**config.mk**
```make
export PLATFORM = sky130hd
export DESIGN_NAME = imm_gen_pipe
export DESIGN_NICKNAME = d
export VERILOG_FILES = /design/src/rtl/imm_pkg.sv /design/src/rtl/imm_extract.sv /design/src/rtl/imm_gen_pipe.sv
export SDC_FILE = /design/constraint.sdc
export NUM_CORES = 1
export LEC_CHECK = 0
export BUFFER_PORTS_ARGS = -buffer_cell sky130_fd_sc_hd__buf_2
export CORE_MARGIN = 4
export CORE_UTILIZATION = 45
export DETAILED_ROUTE_END_ITERATION = 16
export GPL_TIMING_DRIVEN = 0
export PLACE_DENSITY = 0.67
export SYNTH_ARGS = -nofsm -noshare
export SYNTH_HDL_FRONTEND = slang
export SYNTH_HIERARCHICAL = 1
export SYNTH_SLANG_ARGS = --single-unit
```
**constraint.sdc**
```tcl
create_clock -name clk -period 4.15 [get_ports clk]
set_clock_uncertainty 0.2 [all_clocks]
set_input_delay 0.83 -clock clk [delete_from_list [all_inputs] [get_ports clk]]
set_output_delay 0.83 -clock clk [all_outputs]
set_load 0.02 [all_outputs]
```
**src/rtl/imm_pkg.sv**
```systemverilog
// -----------------------------------------------------------------------------
// imm_pkg
// Shared definitions for the decode-stage immediate generator:
//   - immediate format encodings (FMT_I .. FMT_ILL)
//   - base/RV64 opcode constants used by the automatic format decoder
//   - skid-buffer occupancy state type
//   - opcode -> format decode helper used by the top level
// -----------------------------------------------------------------------------
package imm_pkg;

  // Immediate format encodings carried on ImmFmt
  localparam logic [2:0] FMT_I   = 3'b000;
  localparam logic [2:0] FMT_S   = 3'b001;
  localparam logic [2:0] FMT_B   = 3'b010;
  localparam logic [2:0] FMT_U   = 3'b011;
  localparam logic [2:0] FMT_J   = 3'b100;
  localparam logic [2:0] FMT_Z   = 3'b101;
  localparam logic [2:0] FMT_RSV = 3'b110;
  localparam logic [2:0] FMT_ILL = 3'b111;

  // Opcodes recognised by the automatic decoder
  localparam logic [6:0] OPC_OP_IMM   = 7'b0010011;
  localparam logic [6:0] OPC_LOAD     = 7'b0000011;
  localparam logic [6:0] OPC_JALR     = 7'b1100111;
  localparam logic [6:0] OPC_OP_IMM32 = 7'b0011011;
  localparam logic [6:0] OPC_STORE    = 7'b0100011;
  localparam logic [6:0] OPC_BRANCH   = 7'b1100011;
  localparam logic [6:0] OPC_LUI      = 7'b0110111;
  localparam logic [6:0] OPC_AUIPC    = 7'b0010111;
  localparam logic [6:0] OPC_JAL      = 7'b1101111;
  localparam logic [6:0] OPC_SYSTEM   = 7'b1110011;

  // Occupancy of the output register / skid register pair
  typedef enum logic [1:0] {
    EMPTY = 2'b00,
    ONE   = 2'b01,
    TWO   = 2'b10
  } buf_state_t;

  // Resolve the immediate format from the opcode. SYSTEM instructions use
  // funct3[2] (Instr[14]) to tell the CSR-immediate forms from the rest.
  function automatic logic [2:0] decode_fmt(input logic [6:0] opcode,
                                            input logic       f3_msb);
    logic [2:0] fmt;
    case (opcode)
      OPC_OP_IMM,
      OPC_LOAD,
      OPC_JALR,
      OPC_OP_IMM32: fmt = FMT_I;
      OPC_STORE:    fmt = FMT_S;
      OPC_BRANCH:   fmt = FMT_B;
      OPC_LUI,
      OPC_AUIPC:    fmt = FMT_U;
      OPC_JAL:      fmt = FMT_J;
      OPC_SYSTEM:   fmt = f3_msb ? FMT_Z : FMT_I;
      default:      fmt = FMT_ILL;
    endcase
    return fmt;
  endfunction

  // Both reserved encodings (110, 111) are unresolvable
  function automatic logic fmt_is_illegal(input logic [2:0] fmt);
    return (fmt[2] & fmt[1]);
  endfunction

endpackage

```
**src/rtl/imm_extract.sv**
```systemverilog
// -----------------------------------------------------------------------------
// imm_extract
// Combinational immediate extraction. Assembles the 32-bit immediate for the
// selected format and extends it to XLEN: signed formats replicate Instr[31],
// the CSR-immediate format (Z) is zero-extended, reserved formats give 0 and
// raise o_illegal.
//
// Ports
//   i_instr   [31:0]      instruction word
//   i_fmt     [2:0]       resolved immediate format
//   o_imm     [XLEN-1:0]  extended immediate
//   o_illegal             format is reserved/unresolvable
// -----------------------------------------------------------------------------
module imm_extract
  import imm_pkg::*;
#(
  parameter int XLEN = 32
) (
  input  logic [31:0]     i_instr,
  input  logic [2:0]      i_fmt,
  output logic [XLEN-1:0] o_imm,
  output logic            o_illegal
);

  logic [31:0] w_raw;
  logic        w_sign;
  logic        w_unused_opcode;

  // The opcode field never contributes to an immediate
  assign w_unused_opcode = ^i_instr[6:0];

  // Build the low 32 bits and pick the extension bit for the upper part
  always_comb begin
    w_raw     = 32'd0;
    w_sign    = 1'b0;
    o_illegal = 1'b0;
    case (i_fmt)
      FMT_I: begin
        w_raw  = {{20{i_instr[31]}}, i_instr[31:20]};
        w_sign = i_instr[31];
      end
      FMT_S: begin
        w_raw  = {{20{i_instr[31]}}, i_instr[31:25], i_instr[11:7]};
        w_sign = i_instr[31];
      end
      FMT_B: begin
        w_raw  = {{19{i_instr[31]}}, i_instr[31], i_instr[7],
                  i_instr[30:25], i_instr[11:8], 1'b0};
        w_sign = i_instr[31];
      end
      FMT_U: begin
        // U keeps its 32-bit value but is still sign-extended on RV64
        w_raw  = {i_instr[31:12], 12'h000};
        w_sign = i_instr[31];
      end
      FMT_J: begin
        w_raw  = {{11{i_instr[31]}}, i_instr[31], i_instr[19:12],
                  i_instr[20], i_instr[30:21], 1'b0};
        w_sign = i_instr[31];
      end
      FMT_Z: begin
        w_raw  = {27'd0, i_instr[19:15]};
        w_sign = 1'b0;
      end
      default: begin
        w_raw     = 32'd0;
        w_sign    = 1'b0;
        o_illegal = 1'b1;
      end
    endcase
  end

  // Extend to XLEN: fill with the extension bit, then overlay the low word
  always_comb begin
    o_imm       = {XLEN{w_sign}};
    o_imm[31:0] = w_raw;
  end

endmodule

```
**src/rtl/imm_gen_pipe.sv**
```systemverilog
// -----------------------------------------------------------------------------
// imm_gen_pipe
// Registered decode-stage immediate generator with a valid/ready output and a
// 2-entry skid buffer (output register + skid register).
//
// Parameters
//   XLEN         immediate width, 32 or 64
//   AUTO_DECODE  1: format from the Instr opcode, 0: format from ImmSrc
//
// Ports
//   clk        rising-edge clock
//   reset      synchronous active-high reset
//   in_valid   Instr/ImmSrc valid
//   in_ready   block can accept (skid register empty); reads 1 during reset
//   Instr      instruction word
//   ImmSrc     explicit format select (unused when AUTO_DECODE=1)
//   flush      discard every buffered entry; drops a same-cycle input
//   out_valid  Imm_ext/ImmFmt/Illegal valid
//   out_ready  consumer accepts the output entry
//   Imm_ext    extended immediate (0 when Illegal)
//   ImmFmt     resolved format of the output entry
//   Illegal    format unresolvable
// -----------------------------------------------------------------------------
module imm_gen_pipe
  import imm_pkg::*;
#(
  parameter int XLEN        = 32,
  parameter bit AUTO_DECODE = 1'b1
) (
  input  logic            clk,
  input  logic            reset,
  input  logic            in_valid,
  output logic            in_ready,
  input  logic [31:0]     Instr,
  input  logic [2:0]      ImmSrc,
  input  logic            flush,
  output logic            out_valid,
  input  logic            out_ready,
  output logic [XLEN-1:0] Imm_ext,
  output logic [2:0]      ImmFmt,
  output logic            Illegal
);

  // Input-side decode
  logic [2:0]      w_fmt;
  logic [XLEN-1:0] w_imm;
  logic            w_ill;
  logic            w_ill_fmt;
  logic            w_accept;

  // Buffer control
  buf_state_t      r_state;
  buf_state_t      w_state_nxt;
  logic            w_load_out_in;
  logic            w_load_out_skid;
  logic            w_load_skid;

  // Registered outputs and skid payload
  logic            r_out_valid;
  logic            r_skid_full;
  logic [XLEN-1:0] r_imm;
  logic [2:0]      r_fmt;
  logic            r_ill;
  logic [XLEN-1:0] r_skid_imm;
  logic [2:0]      r_skid_fmt;
  logic            r_skid_ill;

  // Resolve the immediate format from the opcode or the explicit select
  always_comb begin
    w_fmt = FMT_I;
    if (AUTO_DECODE) begin
      w_fmt = decode_fmt(Instr[6:0], Instr[14]);
    end else begin
      w_fmt = ImmSrc;
    end
  end

  imm_extract #(
    .XLEN (XLEN)
  ) u_extract (
    .i_instr   (Instr),
    .i_fmt     (w_fmt),
    .o_imm     (w_imm),
    .o_illegal (w_ill)
  );

  // Cross-check of the extractor's flag against the format encoding; both
  // must agree, the OR keeps the flag set if either path reports it
  assign w_ill_fmt = fmt_is_illegal(w_fmt) | w_ill;

  // The skid register being empty is the only acceptance condition; flush
  // drops a coincident input
  assign w_accept = in_valid & ~r_skid_full & ~flush;

  // Next-state and payload-move decisions for the two-entry buffer
  always_comb begin
    w_state_nxt     = r_state;
    w_load_out_in   = 1'b0;
    w_load_out_skid = 1'b0;
    w_load_skid     = 1'b0;
    case (r_state)
      EMPTY: begin
        if (w_accept) begin
          w_state_nxt   = ONE;
          w_load_out_in = 1'b1;
        end else begin
          w_state_nxt = EMPTY;
        end
      end
      ONE: begin
        if (w_accept && out_ready) begin
          w_state_nxt   = ONE;
          w_load_out_in = 1'b1;
        end else if (w_accept) begin
          // Consumer stalled: park the new entry behind the output register
          w_state_nxt = TWO;
          w_load_skid = 1'b1;
        end else if (out_ready) begin
          w_state_nxt = EMPTY;
        end else begin
          w_state_nxt = ONE;
        end
      end
      TWO: begin
        if (out_ready) begin
          w_state_nxt     = ONE;
          w_load_out_skid = 1'b1;
        end else begin
          w_state_nxt = TWO;
        end
      end
      default: begin
        w_state_nxt = EMPTY;
      end
    endcase

    // Flush overrides every transition and payload move
    if (flush) begin
      w_state_nxt     = EMPTY;
      w_load_out_in   = 1'b0;
      w_load_out_skid = 1'b0;
      w_load_skid     = 1'b0;
    end else begin
      w_state_nxt = w_state_nxt;
    end
  end

  // Buffer state plus the registered valid/full flags derived from it
  always_ff @(posedge clk) begin
    if (reset) begin
      r_state     <= EMPTY;
      r_out_valid <= 1'b0;
      r_skid_full <= 1'b0;
    end else begin
      r_state     <= w_state_nxt;
      r_out_valid <= (w_state_nxt != EMPTY);
      r_skid_full <= (w_state_nxt == TWO);
    end
  end

  // Output register: loads from the input side or drains the skid register,
  // otherwise holds so the payload is stable under backpressure
  always_ff @(posedge clk) begin
    if (reset) begin
      r_imm <= {XLEN{1'b0}};
      r_fmt <= FMT_I;
      r_ill <= 1'b0;
    end else if (w_load_out_in) begin
      r_imm <= w_ill_fmt ? {XLEN{1'b0}} : w_imm;
      r_fmt <= w_fmt;
      r_ill <= w_ill_fmt;
    end else if (w_load_out_skid) begin
      r_imm <= r_skid_imm;
      r_fmt <= r_skid_fmt;
      r_ill <= r_skid_ill;
    end else begin
      r_imm <= r_imm;
      r_fmt <= r_fmt;
      r_ill <= r_ill;
    end
  end

  // Skid register: captures an entry that arrives while the output stalls
  always_ff @(posedge clk) begin
    if (reset) begin
      r_skid_imm <= {XLEN{1'b0}};
      r_skid_fmt <= FMT_I;
      r_skid_ill <= 1'b0;
    end else if (w_load_skid) begin
      r_skid_imm <= w_ill_fmt ? {XLEN{1'b0}} : w_imm;
      r_skid_fmt <= w_fmt;
      r_skid_ill <= w_ill_fmt;
    end else begin
      r_skid_imm <= r_skid_imm;
      r_skid_fmt <= r_skid_fmt;
      r_skid_ill <= r_skid_ill;
    end
  end

  // in_ready follows the registered skid flag; forced high while reset is
  // asserted (the handshake itself is ignored by the reset branch above)
  assign in_ready  = reset | ~r_skid_full;
  assign out_valid = r_out_valid;
  assign Imm_ext   = r_imm;
  assign ImmFmt    = r_fmt;
  assign Illegal   = r_ill;

endmodule

```
Yosys cells after proc, flatten, opt, wreduce, memory -nomap -nowiden
Index checks and enable logic that the tools add are counted.
{"block": "op_classes", "eq_ne": 18, "n_mux": 28, "n_bitwise": 7, "reduce_logical": 8}
{"op": "$pmux 32 s6", "count": 1}
{"op": "$mux 32", "count": 3}
{"op": "$eq 7x7->1 const B", "count": 4}
{"op": "$eq 7x5->1 const B", "count": 3}
{"op": "$pmux 3 s6", "count": 1}
{"op": "$eq 7x6->1 const B", "count": 2}
{"op": "$mux 1", "count": 14}
{"op": "$mux 3", "count": 3}
{"op": "$mux 2", "count": 4}
{"op": "$eq 7x2->1 const B", "count": 1}
{"op": "$eq 3x2->1 const B", "count": 2}
{"op": "$eq 3x3->1 const B", "count": 2}
{"op": "$pmux 2 s3", "count": 1}
{"op": "$reduce_or 6->1", "count": 1}
{"op": "$eq 2x2->1 const B", "count": 2}
{"op": "$reduce_bool 2->1", "count": 2}
{"op": "$reduce_or 4->1", "count": 1}
{"op": "$and 1x1->1", "count": 3}
{"op": "$eq 3x1->1 const B", "count": 1}
{"op": "$logic_not 3->1", "count": 1}
{"op": "$eq 2x1->1 const B", "count": 1}
{"op": "$logic_not 2->1", "count": 1}
{"op": "$not 1->1", "count": 2}
{"op": "$or 1x1->1", "count": 2}
{"op": "other kinds (3)", "count": 3}
{"block": "totals", "input_bits": 40, "word_cells": 70, "reg_bits": 76, "out_inout_bits": 38}

Depth between registers and ports, before layout
Gate-level depths: netlist of the first run.
{"block": "logic_depth", "ltp_word": 9, "depth_mapped": 15, "mapped_depth_nobuf": 10}

Hierarchy
The synthesis of the first run kept the hierarchy.
{"module": "imm_gen_pipe", "n_inst": 1, "cells_each": 388, "seq_area_each_um2": 1521.5, "area_per_inst_um2": 3390.8}
{"module": "imm_extract", "n_inst": 1, "cells_each": 81, "seq_area_each_um2": 0.0, "area_per_inst_um2": 538.0}

Worst setup path after synthesis of the first run
Ideal clock, no wire load.
{"block": "synth_path", "path_kind": "input to register", "start": "input Instr[4]", "end": "register r_imm[21], in the netlist Imm_ext[21]", "slack_ns": 0.806, "cell_stages": 14, "setup_time_ns": 0.070, "arrival_ns": 3.074, "path_cell_list": "clkbuf_1 > mux2_2 > o32a_1 > nor2_1 > inv_1 > buf_2 > buf_2 > and2_1 > inv_1 > o31a_2 > buf_6 > buf_6 > nand3_1 > a21oi_1"}
{"block": "synth_via", "elab_chain_len": 9, "elab_cells_between_ends": 26}
{"element": "from (decl)", "line_no": "imm_gen_pipe.sv:34", "source": "input logic [31:0] Instr,"}
{"element": "$eq 7x5->1 (tied with other cells)", "line_no": "imm_pkg.sv:45", "source": "case (opcode)"}
{"element": "$reduce_or 4->1 / $reduce_or 2->1 (equally long branches)", "line_no": "imm_pkg.sv:45"}
{"element": "$pmux 3 s6 (*)", "line_no": "imm_pkg.sv:45"}
{"element": "net w_fmt[1]", "line_no": "imm_gen_pipe.sv:45", "source": "logic [2:0] w_fmt;"}
{"element": "$eq 3x3->1 (tied with other cells)", "line_no": "imm_extract.sv:37", "source": "case (i_fmt)"}
{"element": "$reduce_or 6->1 (no source line) (*)"}
{"element": "$mux 1 (*)", "line_no": "imm_extract.sv:37"}
{"element": "net w_ill", "line_no": "imm_gen_pipe.sv:47", "source": "logic w_ill;"}
{"element": "$or 1x1->1 (*)", "line_no": "imm_gen_pipe.sv:89", "source": "assign w_ill_fmt = fmt_is_illegal(w_fmt) | w_ill;"}
{"element": "$mux 32 (*)", "line_no": "imm_gen_pipe.sv:169", "source": "r_imm <= w_ill_fmt ? {XLEN{1'b0}} : w_imm;"}
{"element": "$mux 32 (*)", "line_no": "imm_gen_pipe.sv:168", "source": "end else if (w_load_out_in) begin"}
{"element": "to (signal assigned)", "line_no": "imm_gen_pipe.sv:169"}
{"element": "to (signal assigned)", "line_no": "imm_gen_pipe.sv:173", "source": "r_imm <= r_skid_imm;"}
{"element": "to (signal assigned)", "line_no": "imm_gen_pipe.sv:177", "source": "r_imm <= r_imm;"}
{"element": "to (decl)", "line_no": "imm_gen_pipe.sv:61", "source": "logic [XLEN-1:0] r_imm;"}
The timed path passes the listed nets; every way through them passes the cells marked *.
A chain may end at the register's enable or synchronous reset.

Final worst setup path of the first run
{"block": "layout_path", "start": "input Instr[4]", "end": "register r_skid_imm[28]"}
{"block": "layout_via", "elab_chain_len": 8, "elab_cells_between_ends": 25}
{"element": "$eq 7x5->1 (tied with other cells)", "line_no": "imm_pkg.sv:45"}
{"element": "$reduce_or 4->1 / $reduce_or 2->1 (equally long branches)", "line_no": "imm_pkg.sv:45"}
{"element": "$pmux 3 s6 (*)", "line_no": "imm_pkg.sv:45"}
{"element": "net w_fmt[1]", "line_no": "imm_gen_pipe.sv:45"}
{"element": "$eq 3x3->1 (tied with other cells)", "line_no": "imm_extract.sv:37"}
{"element": "$reduce_or 6->1 (no source line) (*)"}
{"element": "$mux 1 (*)", "line_no": "imm_extract.sv:37"}
{"element": "net w_ill", "line_no": "imm_gen_pipe.sv:47"}
{"element": "$or 1x1->1 (*)", "line_no": "imm_gen_pipe.sv:89"}
{"element": "$mux 32 (*)", "line_no": "imm_gen_pipe.sv:190", "source": "r_skid_imm <= w_ill_fmt ? {XLEN{1'b0}} : w_imm;"}
{"element": "to (signal assigned)", "line_no": "imm_gen_pipe.sv:186", "source": "r_skid_imm <= {XLEN{1'b0}};"}
{"element": "to (signal assigned)", "line_no": "imm_gen_pipe.sv:190"}
{"element": "to (signal assigned)", "line_no": "imm_gen_pipe.sv:194", "source": "r_skid_imm <= r_skid_imm;"}
{"element": "to (decl)", "line_no": "imm_gen_pipe.sv:64", "source": "logic [XLEN-1:0] r_skid_imm;"}
Marked as above.

==> out/results.md, run 1 <==
• detail-routed net length per standard cell: 17.8 um
• clock tree buffer depth: 2
• post-synthesis cell area: 3930 um2
• PwrDens: 365 nW/um2
• Die Y-Extent: 101 um
• hold buffer count at cts: 0
• Max VDD drop: 152 uV
• vias in the first global route: 3727
• number of setup violations in the final report: 0
• setup fix buffers added after clock tree synthesis: 0
• Fmax achieved: 289 MHz
• total instance count after detailed placement: 645
• Clock Root Buffer: sky130_fd_sc_hd__clkbuf_8
• count of warnings emitted by yosys: 6
• async set-reset flop share out of synthesis: 0%
• total half-perimeter wirelength after legalization and detailed placement: 8.49 mm
• fraction of layout cells with a size suffix above 1: 22.1%
• endpoints failing hold: 0
• number of sinks driven by the clock tree: 76
• top flip-flop cell by instance count after synthesis: sky130_fd_sc_hd__dfxtp_1
• first-pass GRT wire length: 18.8 mm
• Via Count: 3891
• fraction of power consumed by sequential logic: 44.2%
• post-route clock period utilization: 83.3%
• Starting Density: 47.1%
• top cells by area, synth: sky130_fd_sc_hd__dfxtp_1, sky130_fd_sc_hd__a21oi_1, sky130_fd_sc_hd__a211oi_1
• Post-CTS Resized: 0
• portion of synthesized cell area occupied by the leading cell type: 38.7%
• setup TNS: 0 ns
• Synth Instances: 469
• worst slew pin tran: 0.933 ns
• all-layer global routing usage: 23.4%
• cell taking the most area after synthesis: sky130_fd_sc_hd__dfxtp_1
• Pre-antenna DRT Iters: 5
• Critical Path Fanout Max: 10
• via count normalized by instance count: 5.89
• Floorplan Core Area: 8340 um2
• largest net degree at the start of global routing: 13
• Multi-input gate area: 2140 um2
• sw frac: 24.3%
• Final nets: 593
• Leak Pwr: 1.85 nW
• min cycle time layout: 3.46 ns
• number of H-tree levels: 3
• fraction of the yosys area taken by sequential cells: 38.7%
• count of non-filler cells in the finished layout: 661
• RSZ-0062 raised after global routing: no
• Clk Latency, worst-skew pair: 0.36 ns
• Net Sw Power: 415 uW
• Register-to-Register Path Depth: 7
• max-capacitance violation count: 0
• placer's final routability congestion estimate: 0.957
• share of total power in the clock network: 44.5%
• final number of max-transition violations: 0
• drt initial violations: 281
• FF+latch count, synth: 76
• clock input transition at the sequential cells of the worst setup and hold paths: 0.08 ns
• Routed WL: 11.7 mm
• arrival time reported for the critical path endpoint: 3.54 ns
• top-level I/O count: 78
• drt drc: 0
• critical path startpoint category: primary input
• Hold Path Class: reg -> reg
• relative slew slack: 37.4%
• run status: finished clean
• die span in x: 101 um
• TritonCTS clock tree: built
• CTS Buf Count: 9
• Worst Hold Path Cells: 2
• total nets after synthesis: 511
• overall die area: 10300 um2
• antenna diode count: 0
• number of distinct library cell variants in the gate-level netlist after synthesis: 46
• number of enable flip-flop cells after synthesis: 0
• kind of end point of the critical path: flip-flop
• Pint: 1.29 mW
• Comb pwr share: 11.3%
• number of fillers in the final layout: 795
• port buffer count: 71
• type of the worst setup path: in -> reg
• initial antenna violation count: 0
• standard-cell rows: 33
• FF+latch area: 1520 um2
• final global-route overflow total: 0
• Worst EP required: 4.23 ns
• DRT antenna net count: 0
• syn avg cell area: 8.38 um2
• Area growth, synth to finish: 19.1%
-- final cells by class --
type | count | share of cell area, %
Sequential cell | 76 | 32.5
Clock inverter | 4 | 2.57
Inverter | 6 | 0.481
Tap cell | 105 | 2.81
Timing Repair Buffer | 71 | 7.59
Multi-Input combinational cell | 340 | 45.6
Clock buffer | 12 | 3.10
Buffer | 47 | 5.32
-- power by group through the flow --
stage          Clock [mW]  Sequential [mW]  Combinational (mW)
6_report            0.761            0.755               0.193
5_1_grt             0.794            0.757               0.209
4_1_cts             0.765            0.755               0.190
3_5_place_dp            0            0.772               0.189
3_3_place_gp            0            0.772               0.186
2_1_floorplan           0            0.792              0.0986
-- routing by layer --
metal	share of wire [%]	vias up	track usage [%]
met1	45	1825	31.6
li1	-	1856	-
met5	0	-	0
met4	2.6	0	10.4
met3	7.6	26	3.99
met2	45	184	36.7
-- worst max-delay path, cell delays in order --
cell and delay [ns]:
sky130_fd_sc_hd__clkbuf_1 0.31, sky130_fd_sc_hd__mux2_2 0.39, sky130_fd_sc_hd__o32a_1 0.29, sky130_fd_sc_hd__nor2_1 0.19, sky130_fd_sc_hd__inv_1 0.13, sky130_fd_sc_hd__buf_2 0.20, sky130_fd_sc_hd__buf_2 0.20, sky130_fd_sc_hd__and2_1 0.17
sky130_fd_sc_hd__inv_1 0.05, sky130_fd_sc_hd__o31a_2 0.17, sky130_fd_sc_hd__buf_6 0.16, sky130_fd_sc_hd__buf_6 0.15, sky130_fd_sc_hd__nand3_1 0.10, sky130_fd_sc_hd__a21oi_1 0.18
-- cell usage in the layout (no fill, tap or decap), types with 4 or more instances in the layout --
cell type	n
sky130_fd_sc_hd__a211oi_1	33
sky130_fd_sc_hd__bufinv_16	4
sky130_fd_sc_hd__nor3b_1	5
sky130_fd_sc_hd__o22ai_1	7
sky130_fd_sc_hd__clkbuf_8	10
sky130_fd_sc_hd__nor3_1	4
sky130_fd_sc_hd__inv_1	6
sky130_fd_sc_hd__buf_6	7
sky130_fd_sc_hd__dfxtp_1	76
sky130_fd_sc_hd__mux2_2	13
sky130_fd_sc_hd__a221o_1	4
sky130_fd_sc_hd__buf_1	4
sky130_fd_sc_hd__a21o_1	12
sky130_fd_sc_hd__and2b_1	4
sky130_fd_sc_hd__nor2b_1	12
sky130_fd_sc_hd__a21oi_1	82
sky130_fd_sc_hd__mux2i_1	23
sky130_fd_sc_hd__nor2_1	11
sky130_fd_sc_hd__clkbuf_1	28
sky130_fd_sc_hd__nand3_1	45
sky130_fd_sc_hd__nand2_1	51
sky130_fd_sc_hd__buf_2	78
-- state kept, by name, summed over array words and instances (netlist names) --
name	cells
r_skid_imm	32
Imm_ext	32
Illegal	1
r_skid_fmt	3
r_skid_ill	1
r_state	2
ImmFmt	3
out_valid	1
r_skid_full	1
-- kinds of logic (layout without fill, tap and decap cells) --
logic type,Yosys count,count (layout),share of synthesized area [%]
flops,76,76,38.7
xor+xnor,1,1,0.223
buf+inv,53,140,6.91
compound gates,151,151,23.9
simple gates,148,148,19.4
fa+ha+maj,3,3,0.923
mux,37,37,9.97
-- cell usage after synthesis, types with 4 or more instances --
library cell               instances
sky130_fd_sc_hd__a221o_1           4
sky130_fd_sc_hd__inv_1             6
sky130_fd_sc_hd__clkbuf_1         26
sky130_fd_sc_hd__a211oi_1         33
sky130_fd_sc_hd__buf_1             4
sky130_fd_sc_hd__a21oi_1          82
sky130_fd_sc_hd__nand2_1          51
sky130_fd_sc_hd__a21o_1           12
sky130_fd_sc_hd__and2b_1           4
sky130_fd_sc_hd__mux2i_1          23
sky130_fd_sc_hd__nor2_1           11
sky130_fd_sc_hd__nor3_1            4
sky130_fd_sc_hd__nand3_1          45
sky130_fd_sc_hd__buf_6             7
sky130_fd_sc_hd__buf_2             7
sky130_fd_sc_hd__dfxtp_1          76
sky130_fd_sc_hd__mux2_2           13
sky130_fd_sc_hd__nor2b_1          12
sky130_fd_sc_hd__nor3b_1           5
sky130_fd_sc_hd__o22ai_1           7
-- path summary, 6_finish.rpt --
check	to	slack, ns	startpoint
setup reg to reg	Imm_ext[25]	1.41	r_skid_full
hold reg to reg	r_skid_imm[21]	0.25	r_skid_imm[21]
hold / removal	r_skid_imm[21]	0.25	r_skid_imm[21]
setup / recovery	r_skid_imm[28]	0.69	Instr[4]
-- through the flow --
stage	worst slack [ns]	total power, mW	hold WS (ns)	util, %	area, um2
finish	0.692	1.71	0.254	56.1	4680
global route	0.482	1.76	0.281	56.1	4680
CTS	0.729	1.71	0.255	56.1	4680
detailed placement	0.376	0.962	0.244	52.9	4420
global placement	0.428	0.958	0.239	52.9	4420
floorplan	0.806	0.890	0.228	-	3930
No activity file was read; power rests on OpenSTA's default activity.
==> run 2: changes to the inputs <==
Clock period 4.15 ns to 3.33 ns, I/O delays scaled along.
==> out/results.md, run 2 (synthesized netlist as in run 1, its figures left out) <==
• DRT antenna net count: 0
• die span in x: 101 um
• Starting Density: 47.1%
• via count normalized by instance count: 5.84
• Max VDD drop: 189 uV
• overall die area: 10300 um2
• type of the worst setup path: in -> reg
• total instance count after detailed placement: 645
• Area growth, synth to finish: 19.4%
• final number of max-transition violations: 0
• Register-to-Register Path Depth: 7
• kind of end point of the critical path: flip-flop
• count of non-filler cells in the finished layout: 661
• total half-perimeter wirelength after legalization and detailed placement: 8.49 mm
• Critical Path End: Imm_ext[1]
• initial antenna violation count: 0
• min cycle time layout: 3.14 ns
• drt drc: 0
• fraction of power consumed by sequential logic: 44.3%
• max-capacitance violation count: 0
• largest net degree at the start of global routing: 13
• all-layer global routing usage: 23.4%
• Routed WL: 11.7 mm
• CTS Buf Count: 9
• post-place setup slack: -0.280 ns
• Floorplan Core Area: 8340 um2
• PwrDens: 453 nW/um2
• Comb pwr share: 11.4%
• worst slew pin tran: 0.941 ns
• placer's final routability congestion estimate: 0.957
• worst r2r src: r_skid_full
• clock input transition at the sequential cells of the worst setup and hold paths: 0.08 ns
• number of H-tree levels: 3
• Placement Cell Area: 4420 um2
• first-pass GRT wire length: 18.8 mm
• arrival time reported for the critical path endpoint: 3.21 ns
• Via Count: 3863
• number of sinks driven by the clock tree: 76
• drt initial violations: 289
• final core area utilization: 56.2%
• Clk Latency, worst-skew pair: 0.35 ns
• number of setup violations in the final report: 0
• post-route setup slack: 0.189 ns
• setup fix buffers added after clock tree synthesis: 0
• RSZ-0062 raised after global routing: no
• Final Hold Slack: 0.253 ns
• share of total power in the clock network: 44.3%
• Leak Pwr: 1.85 nW
• busiest layer in global routing: met2
• final std cell area, no fill: 4690 um2
• endpoint of the worst-slack reg-to-reg timing path: Imm_ext[25]
• top library cells by usage in the layout, fill and taps aside: sky130_fd_sc_hd__a21oi_1, sky130_fd_sc_hd__buf_2, sky130_fd_sc_hd__dfxtp_1
• TritonCTS clock tree: built
• Hold Path Class: reg -> reg
• final global-route overflow total: 0
• port buffer count: 71
• sw frac: 24.0%
• endpoints failing hold: 0
• Clock Root Buffer: sky130_fd_sc_hd__clkbuf_8
• met3 Use GR: 3.99%
• Fmax achieved: 318 MHz
• Pint: 1.61 mW
• hold buffer count at cts: 0
• flop2flop setup slack: 0.57 ns
• standard-cell rows: 33
• CP Launch Point: Instr[4]
• GR Util met1: 31.6%
• top-level I/O count: 78
• antenna diode count: 0
• Final nets: 593
• Pre-antenna DRT Iters: 5
• critical path startpoint category: primary input
• relative slew slack: 36.9%
• Die Y-Extent: 101 um
• Worst EP required: 3.40 ns
• met2 layer usage reported by global route: 36.7%
• detail-routed net length per standard cell: 17.7 um
• fraction of layout cells with a size suffix above 1: 22.7%
• Critical Path Fanout Max: 10
• clock tree buffer depth: 2
• post-route clock period utilization: 94.3%
• vias in the first global route: 3727
• most common cell after layout, fill and taps aside: sky130_fd_sc_hd__a21oi_1
• Net Sw Power: 510 uW
• run status: finished clean
==> run 2: cell count changes in the layout (fill, tap and decap cells not counted) <==
cell	previous run	this run
sky130_fd_sc_hd__nor2_2	0	1
sky130_fd_sc_hd__clkbuf_2	0	1
sky130_fd_sc_hd__nor4b_2	0	1
sky130_fd_sc_hd__clkbuf_1	28	27
sky130_fd_sc_hd__nor2_1	11	10
sky130_fd_sc_hd__nor4b_1	1	0
==> run 2: layer usage <==
layer,share of wire [%],wire [um],vias up
li1,-,-,1856
met1,45,5320,1817
met5,0,0,-
met4,2.5,292,0
met2,45,5320,165
met3,6.7,782,25
==> run 2: how the worst min path moves through the flow <==
stage / start / end / slack [ns] / depth (start not counted)
5_1_grt: r_skid_imm[21] / r_skid_imm[21] / 0.28 / 2
6_report: r_skid_imm[21] / r_skid_imm[21] / 0.25 / 2
4_1_cts: r_skid_imm[31] / r_skid_imm[31] / 0.26 / 2
3_3_place_gp: r_skid_imm[4] / r_skid_imm[4] / 0.24 / 2
3_5_place_dp: r_skid_imm[21] / r_skid_imm[21] / 0.24 / 2
2_1_floorplan: r_skid_imm[21] / r_skid_imm[21] / 0.23 / 2
==> run 2: power groups by stage <==
stage,registers (mW),logic [mW],clock network (mW)
2_1_floorplan,0.986,0.123,0
3_3_place_gp,0.962,0.232,0
3_5_place_dp,0.962,0.236,0
4_1_cts,0.941,0.237,0.953
5_1_grt,0.943,0.262,0.990
6_report,0.941,0.241,0.941
==> run 2: critical path: stages <==
cell                       delay (ns)
sky130_fd_sc_hd__clkbuf_2        0.17
sky130_fd_sc_hd__or4b_1          0.52
sky130_fd_sc_hd__o211a_1         0.13
sky130_fd_sc_hd__o32ai_1         0.46
sky130_fd_sc_hd__buf_4           0.30
sky130_fd_sc_hd__nand2_1         0.12
sky130_fd_sc_hd__nor3b_1         0.32
sky130_fd_sc_hd__a221o_1         0.22
sky130_fd_sc_hd__a21oi_1         0.08
sky130_fd_sc_hd__a211oi_1        0.21
==> run 2: final cells by class <==
class / count / area [um2]
Fill cell: 798 / 3650
Multi-Input combinational cell: 340 / 2140
Sequential cell: 76 / 1520
Timing Repair Buffer: 71 / 355
Buffer: 47 / 250
Clock buffer: 12 / 145
Tap cell: 105 / 131
Clock inverter: 4 / 120
Inverter: 6 / 22.5
==> run 2: per-stage QoR <==
step,total power [mW],TNS [ns]
2_1_floorplan,1.11,0
3_3_place_gp,1.19,-10.82
3_5_place_dp,1.20,-14.15
4_1_cts,2.13,0
5_1_grt,2.19,0
6_report,2.12,0
==> run 2: timing repair <==
| item | 4_1_cts | 5_1_grt |
|---|---|---|
| gates resized for setup | 0 | 4 |
| hold endpoints to repair | 0 | 0 |
| setup endpoints to repair | 0 | 58 |
==> run 3: changes to the inputs <==
Settings changed: CORE_UTILIZATION 45 to 40, PLACE_DENSITY 0.67 to not set.
==> out/results.md, run 3 (synthesized netlist as in run 1, its figures left out) <==
• number of sinks driven by the clock tree: 76
• min cycle time layout: 3.17 ns
• overall die area: 11500 um2
• DRT antenna net count: 0
• all-layer global routing usage: 21.0%
• CP Buf/Inv Count: 7
• drt drc: 0
• post-route clock period utilization: 95.2%
• first-pass GRT wire length: 18.9 mm
• total instance count after detailed placement: 669
• standard-cell rows: 35
• Clock Root Buffer: sky130_fd_sc_hd__clkbuf_8
• largest net degree at the start of global routing: 13
• Hold Path Class: reg -> reg
• final global-route overflow total: 0
• critical path startpoint category: primary input
• worst slew pin tran: 0.929 ns
• top cell family by delay on the critical path: buffers and inverters
• clock tree buffer depth: 2
• final std cell area, no fill: 4660 um2
• Starting Density: 41.7%
• via count normalized by instance count: 5.66
• initial antenna violation count: 0
• vias in the first global route: 3588
• most common cell after layout, fill and taps aside: sky130_fd_sc_hd__a21oi_1
• cell breakdown of the critical path: buf_2 > mux2_2 > nor3_1 > o32a_1 > inv_1 > buf_6 > clkbuf_1 > and2_1 > inv_1 > o31a_2 > buf_6 > buf_6 > nand3_1 > a21oi_1
• placer's final routability congestion estimate: 0.922
• Pre-antenna DRT Iters: 5
• port buffer count: 71
• Worst Hold Path Cells: 2
• max incr delay on CP: 0.36 ns
• setup TNS: 0 ns
• PwrDens: 416 nW/um2
• Register-to-Register Path Depth: 7
• Area growth, synth to finish: 18.7%
• post-route setup slack: 0.158 ns
• die span in x: 107 um
• Die Y-Extent: 107 um
• number of setup violations in the final report: 0
• hold buffer count at cts: 0
• final number of max-transition violations: 0
• final core area utilization: 49.5%
• type of the worst setup path: in -> reg
• run status: finished clean
• Critical Path Fanout Max: 10
• total half-perimeter wirelength after legalization and detailed placement: 8.70 mm
• Fmax achieved: 315 MHz
• Via Count: 3866
• TritonCTS clock tree: built
• fraction of layout cells with a size suffix above 1: 22.7%
• cell type of the slowest stage on the worst timing path: sky130_fd_sc_hd__mux2_2
• Floorplan Core Area: 9420 um2
• CTS Buf Count: 9
• clock input transition at the sequential cells of the worst setup and hold paths: 0.08 ns
• detail-routed net length per standard cell: 17.4 um
• Placement Cell Area: 4450 um2
• antenna diode count: 0
• count of non-filler cells in the finished layout: 683
• top library cells by usage in the layout, fill and taps aside: sky130_fd_sc_hd__a21oi_1, sky130_fd_sc_hd__buf_2, sky130_fd_sc_hd__dfxtp_1
• drt initial violations: 206
• Routed WL: 11.9 mm
• Worst EP required: 3.41 ns
• arrival time reported for the critical path endpoint: 3.25 ns
• number of H-tree levels: 3
• Leak Pwr: 1.83 nW
• Final nets: 593
• number of stages on the worst setup path: 14
• post-place setup slack: -0.277 ns
• kind of end point of the critical path: flip-flop
• top-level I/O count: 78
• Max VDD drop: 199 uV
• Clk Latency, worst-skew pair: 0.35 ns
• endpoints failing hold: 0
• max-capacitance violation count: 0
• Critical Path Most Common Cell: sky130_fd_sc_hd__buf_6
• relative slew slack: 37.7%
-- run 3: routing by layer --
layer / global-route usage, % / part of all wire [%]
met5: 0 / 0
met4: 7.95 / 2.6
met3: 3.49 / 6.3
met2: 32.7 / 45
met1: 29.0 / 46
-- run 3: area by class of cell --
cell class / instances / area [um2]
plain buffers: 47 / 250
clock buffers: 9 / 124
clock inverters: 5 / 78.8
fillers: 923 / 4750
inverters: 6 / 22.5
multi-input cells: 340 / 2150
flip-flops and latches: 76 / 1520
well taps: 129 / 161
repair buffers: 71 / 355
-- run 3: power breakdown --
| group | internal, mW | switching (mW) |
|---|---|---|
| logic | 0.0886 | 0.153 |
| clock network | 0.413 | 0.342 |
| registers | 0.930 | 0.0119 |
| total | 1.43 | 0.507 |
-- run 3: final timing paths --
kind / from / end / slack (ns)
setup / recovery: Instr[2] / Imm_ext[21] / 0.16
hold / removal: r_skid_imm[24] / r_skid_imm[24] / 0.25
setup reg to reg: r_skid_full / Imm_ext[28] / 0.63
hold reg to reg: r_skid_imm[24] / r_skid_imm[24] / 0.25
-- run 3: worst reg2reg max path, cell delays in order, from the launching register on --
cell and delay [ns]:
sky130_fd_sc_hd__dfxtp_1 0.34, sky130_fd_sc_hd__nor3b_1 0.27, sky130_fd_sc_hd__ha_1 0.23, sky130_fd_sc_hd__nand2_1 0.08, sky130_fd_sc_hd__a211oi_1 0.76, sky130_fd_sc_hd__clkbuf_1 0.46
sky130_fd_sc_hd__nand3_1 0.14, sky130_fd_sc_hd__a21oi_1 0.16
-- run 3: what timing repair did --
| item | CTS | global route |
|---|---|---|
| endpoints found under the setup margin | 0 | 60 |
| gates resized for setup | 0 | 4 |
| buffers inserted | 0 | 0 |
-- run 3: stage by stage --
step / hold WS, ns / total power, mW
final: 0.253 / 1.94
after global routing: 0.269 / 2.01
after CTS: 0.256 / 1.94
after detailed placement: 0.245 / 1.20
after global placement: 0.238 / 1.20
after floorplan: 0.228 / 1.11
